$ cat src/rtl/phase1_control_unit.sv
// rtl/phase1_control_unit.sv - fetch/execute strobe sequencer for the phase-1 bus datapath
module phase1_control_unit #(
    parameter int         NUM_REGS = 16,
    parameter logic [4:0] OPC_MUL  = 5'b01111,
    parameter logic [4:0] OPC_DIV  = 5'b10000
) (
    input  logic                Clock,
    input  logic                Resetn,
    input  logic                Run,
    input  logic [31:0]         IR,
    output logic                PCout,
    output logic                ZHIout,
    output logic                ZLOout,
    output logic                MDRout,
    output logic                PCin,
    output logic                IncrementPC,
    output logic                MARin,
    output logic                MDRin,
    output logic                IRin,
    output logic                Yin,
    output logic                Zin,
    output logic                HIin,
    output logic                LOin,
    output logic                Read,
    output logic [NUM_REGS-1:0] Rin,
    output logic [NUM_REGS-1:0] Rout,
    output logic [4:0]          ALUControl,
    output logic                Done,
    output logic                Illegal
);

    typedef enum logic [3:0] {
        S_IDLE, S_T0, S_T1, S_T2, S_T3, S_T4, S_T5, S_T6, S_HALT
    } state_t;

    state_t     state;
    logic [4:0] opcode;
    logic [3:0] ra, rb, rc;
    logic       is_muldiv, is_unary, is_legal;
    logic       unused_ir_bits;

    assign opcode         = IR[31:27];
    assign ra             = IR[26:23];
    assign rb             = IR[22:19];
    assign rc             = IR[18:15];
    assign unused_ir_bits = ^IR[14:0];

    // Decode always looks at the live IR; it is only meaningful from T3 onward.
    assign is_muldiv = (opcode == OPC_MUL) || (opcode == OPC_DIV);
    assign is_unary  = (opcode == 5'b10001) || (opcode == 5'b10010);
    assign is_legal  = is_muldiv || is_unary || (opcode inside {[5'b00011:5'b01011]});

    function automatic logic [NUM_REGS-1:0] onehot(input logic [3:0] idx);
        logic [NUM_REGS-1:0] v;
        v      = '0;
        v[idx] = 1'b1;
        return v;
    endfunction

    always_ff @(posedge Clock) begin
        if (!Resetn) begin
            state <= S_IDLE;
        end else begin
            case (state)
                S_IDLE: if (Run) state <= S_T0;
                S_T0:   state <= S_T1;
                S_T1:   state <= S_T2;
                S_T2:   state <= S_T3;
                S_T3:   state <= is_legal ? S_T4 : S_HALT;
                S_T4:   state <= S_T5;
                S_T5: begin
                    if (is_muldiv) state <= S_T6;
                    else           state <= Run ? S_T0 : S_IDLE;
                end
                S_T6:   state <= Run ? S_T0 : S_IDLE;
                S_HALT: state <= S_HALT;
                default: state <= S_IDLE;
            endcase
        end
    end

    always_comb begin
        PCout       = 1'b0;
        ZHIout      = 1'b0;
        ZLOout      = 1'b0;
        MDRout      = 1'b0;
        PCin        = 1'b0;
        IncrementPC = 1'b0;
        MARin       = 1'b0;
        MDRin       = 1'b0;
        IRin        = 1'b0;
        Yin         = 1'b0;
        Zin         = 1'b0;
        HIin        = 1'b0;
        LOin        = 1'b0;
        Read        = 1'b0;
        Rin         = '0;
        Rout        = '0;
        ALUControl  = 5'd0;
        Done        = 1'b0;
        Illegal     = (state == S_HALT);
        case (state)
            S_T0: begin
                PCout       = 1'b1;
                MARin       = 1'b1;
                IncrementPC = 1'b1;
                Zin         = 1'b1;
            end
            S_T1: begin
                ZLOout = 1'b1;
                PCin   = 1'b1;
                Read   = 1'b1;
                MDRin  = 1'b1;
            end
            S_T2: begin
                MDRout = 1'b1;
                IRin   = 1'b1;
            end
            S_T3: begin
                if (is_legal) begin
                    Yin  = 1'b1;
                    Rout = onehot(is_muldiv ? ra : rb);
                end
            end
            S_T4: begin
                // neg/not take their operand from Rb; the ALU ignores Y for them.
                Zin        = 1'b1;
                ALUControl = opcode;
                Rout       = onehot((is_muldiv || is_unary) ? rb : rc);
            end
            S_T5: begin
                ZLOout = 1'b1;
                if (is_muldiv) begin
                    LOin = 1'b1;
                end else begin
                    Rin  = onehot(ra);
                    Done = 1'b1;
                end
            end
            S_T6: begin
                ZHIout = 1'b1;
                HIin   = 1'b1;
                Done   = 1'b1;
            end
            default: ;
        endcase
    end

endmodule

$ cat config.mk
export PLATFORM = sky130hd
export DESIGN_NAME = phase1_control_unit
export DESIGN_NICKNAME = d
export VERILOG_FILES = /design/src/rtl/phase1_control_unit.sv
export SDC_FILE = /design/constraint.sdc
export NUM_CORES = 1
export LEC_CHECK = 0
export BUFFER_PORTS_ARGS = -buffer_cell sky130_fd_sc_hd__buf_2
export CORE_MARGIN = 5
export CORE_UTILIZATION = 47
export CTS_CLUSTER_DIAMETER = 80
export DETAILED_ROUTE_END_ITERATION = 6
export GPL_TIMING_DRIVEN = 0
export PLACE_DENSITY = 0.87
export SYNTH_ARGS = -nofsm -noshare
export SYNTH_HDL_FRONTEND = slang
export SYNTH_SLANG_ARGS = --single-unit
$ cat constraint.sdc
create_clock -name Clock -period 4.8 [get_ports Clock]
set_clock_uncertainty 0.1 [all_clocks]
set_input_delay 0.72 -clock Clock [delete_from_list [all_inputs] [get_ports Clock]]
set_output_delay 0.72 -clock Clock [all_outputs]
set_load 0.03 [all_outputs]
==> impl_results.rst <==
.. list-table::
   :header-rows: 1

   * - Metric
     - Value
   * - Maximum number of pins on one net before global-route repair
     - 11
   * - Final Hold Viols
     - 0
   * - Share of post-route cells with drive strength above 1
     - 31.8%
   * - Post-layout nets
     - 326
   * - Starting Density
     - 49.5%
   * - Slew margin rel.
     - 58.2%
   * - Final Cycle Share
     - 68.9%
   * - Pwr Density
     - 107 mW/mm^2
   * - Htree depth
     - 1
   * - Count of port buffers added during placement
     - 72
   * - Distinct cell type count of the synthesized netlist
     - 38
   * - Die Ht
     - 64.4 um
   * - Run status
     - finished clean
   * - First-pass GRT wire length
     - 8090 um
   * - P_leak
     - 0.915 nW
   * - Finished Layout Cells
     - 320
   * - Area of combinational cells with multiple inputs
     - 0.00115 mm^2
   * - Fraction of the yosys area taken by sequential cells
     - 5.77%
   * - Period minus WS final
     - 3.31 ns
   * - Worst-path maximum fanout
     - 10
   * - Top-area cell type share of the netlist area
     - 23.8%
   * - Filler cell count in the final layout
     - 288
   * - Crit path buf inv count
     - 3
   * - Most area-consuming cells after synthesis
     - mux2i_1, nor2_1, nand2b_1
   * - Count of flip-flops with a built-in enable after synthesis
     - 0
   * - Most used flip-flop cell after synthesis
     - dfxtp_1
   * - Clock transition at path regs
     - 0.04 ns
   * - Max capacitance violation total
     - 0
   * - Average wire per standard cell
     - 14.6 um
   * - Crit Reg-Reg Startpoint
     - state[1]$_SDFFE_PN0P_
   * - Cell type of the slowest stage on the worst timing path
     - nor3_1
   * - Slack of the worst reg-to-reg path
     - 2.87 ns
   * - Quantity of gates resized following cts
     - 0
   * - Synth-to-Final Area Change
     - 30.4%
   * - Crit-path leading delay family
     - simple AND/OR/NAND/NOR gates
   * - Hold-critical path depth
     - 2
   * - Flops & latches, synth
     - 4
   * - Clock insertion delay at the later pin of the skew report
     - 0.24 ns
   * - Global-route usage over all layers
     - 23.0%
   * - Clock tree buffer depth
     - 2
   * - List of most frequent post-synthesis cells
     - nor2_1, mux2i_1, nor3_1, nand2b_1, o22ai_1
   * - Peak VDD IR
     - 0.0000633 V
   * - Number of ports placed on the die boundary
     - 88
   * - Type of element launching the critical path
     - flip-flop
   * - Cells on worst reg2reg path
     - 6
   * - CTS tree
     - built
   * - Library cell appearing most often on the critical path
     - clkbuf_1
   * - Setup CP Type
     - reg2out
   * - Overall die area
     - 0.00414 mm^2
   * - Final setup TNS
     - 0 ns
   * - Average vias per placed instance
     - 5.84
   * - Launch point of the critical path
     - state[3]$_SDFFE_PN0P_
   * - Total Wirelength
     - 4670 um
   * - Gate count after technology mapping
     - 214
   * - Number of warnings reported in the yosys synthesis log
     - 0
   * - Post-synthesis cell area
     - 0.00139 mm^2
   * - Reg with most FFs
     - state
   * - Post-CTS setup repair buffer count
     - 0
   * - Required time of the worst setup path
     - 3.98 ns
   * - Combined flip-flop and latch cell area
     - 80.1 um^2
   * - Transition at the pin with the smallest max-transition slack
     - 0.622 ns
   * - Hold Crit Start
     - state[1]$_SDFFE_PN0P_
   * - Via count of the first global-routing pass
     - 1780
   * - Overflow left after global routing
     - 0
   * - Clock buffer count from CTS
     - 3
   * - Upper clock frequency limit
     - 0.302 GHz
   * - WP data arrival
     - 2.49 ns
   * - Cell with the most instances after synthesis
     - nor2_1
   * - Library cell used as clock root buffer
     - clkbuf_4
   * - Final setup violation count
     - 0
   * - DR vias
     - 1870
   * - Initial detailed-routing violation count
     - 151
   * - Worst setup slack after placement
     - 1.56 ns
   * - Path category of the worst min-delay check
     - reg2reg
   * - Antenna Diode Count
     - 0
   * - Clock Sinks
     - 4
   * - Share of synthesized registers carrying an async set or reset
     - 0%
   * - Cells traversed along the worst timing path
     - clkbuf_1 -> nor3_1 -> nand2_1 -> clkbuf_1 -> o22ai_1 -> buf_2
   * - Endpoint class of the critical path
     - primary output
   * - Number of logic stages on the critical path including buffering
     - 6
   * - Cell type contributing the most total cell area after synthesis
     - mux2i_1
   * - Die extent in x
     - 64.4 um
   * - Final-report max-slew violation count
     - 0
   * - Largest registers
     - state: 4 flops
   * - Residual DRC count
     - 0
   * - Antenna violations before repair
     - 0
   * - Average instance area after synthesis
     - 6.49 um^2
   * - Post-synthesis net count
     - 249
   * - Number of antenna-violating nets in the routed design
     - 0
   * - Largest register FFs
     - 4
   * - Max stage delay on crit path
     - 0.58 ns
   * - Placed Cells incl. Taps
     - 317
   * - Dpl hpwl
     - 3600 um
   * - Placer Congestion
     - 0.933
   * - Core Region
     - 0.00281 mm^2
   * - Setup repair after global routing missed its margin
     - false
   * - Total of hold buffers inserted after clock tree synthesis
     - 0
   * - Std cell rows
     - 19
   * - Worst Setup Slack, final
     - 1.49 ns
   * - Initial DRT Pass Iterations
     - 4
## logic make-up (layout without fill, tap and decap cells)
group	Yosys count	after routing	synth area share, %
mux	33	33	23.8
compound gates	30	30	15.8
buf+inv	25	100	11.6
flops	4	4	5.77
simple gates	122	122	43.1
## path summary, 6_finish.rpt
kind	to
hold / removal	state[3]$_SDFFE_PN0P_
setup / recovery	Rout[3]
setup reg to reg	state[2]$_SDFFE_PN0P_
hold reg to reg	state[3]$_SDFFE_PN0P_
## placed cells by master (no fill, tap or decap), types with 3 or more instances in the layout
cell       n
dfxtp_1    4
nor2_1    53
nor3_1    20
o22ai_1   16
mux2i_1   33
buf_1      3
clkbuf_1   4
nand2_1   12
inv_1      6
buf_2     74
buf_4      6
nand2b_1  18
or4_1      3
and3_1     3
clkbuf_4   3
## metal layers
layer	vias up	GRT usage, %	share of wire (%)
met3	6	1.75	9.3
met5	-	0	0
li1	912	-	-
met2	110	40.1	47
met4	0	7.65	0.77
met1	842	29.8	43
## per-stage QoR
step           hold WS, ns  power, mW  area, um^2  utilization [%]
2_1_floorplan        0.426      0.114        1390                -
3_3_place_gp         0.444      0.149        1790             63.7
3_5_place_dp         0.452      0.150        1790             63.7
4_1_cts              0.458      0.194        1810             64.5
5_1_grt              0.501      0.211        1810             64.5
6_report             0.456      0.194        1810             64.5
## area by class of cell
class | count | share of cell area, %
Timing Repair Buffer | 72 | 19.9
Buffer | 19 | 7.67
Multi-Input combinational cell | 185 | 63.4
Inverter | 6 | 1.24
Tap cell | 31 | 2.14
Clock buffer | 3 | 1.24
Sequential cell | 4 | 4.42
## power by group
group / internal, mW / switching [mW] / leakage [nW] / total (mW)
registers: 0.0353 / 0.00134 / 0.0326 / 0.0367
logic: 0.0411 / 0.0736 / 0.869 / 0.115
clock network: 0.0280 / 0.0144 / 0.0138 / 0.0424
total: 0.104 / 0.0893 / 0.915 / 0.194
## tightest hold or removal path, delay by kind of cell (launching register included)
| kind | cells | cell delay [ns] |
|---|---|---|
| flip-flops | 1 | 0.31 |
| AO/OA/AOI/OAI | 1 | 0.06 |
| buffers and inverters | 1 | 0.13 |
(Power assumes the default switching activity.)
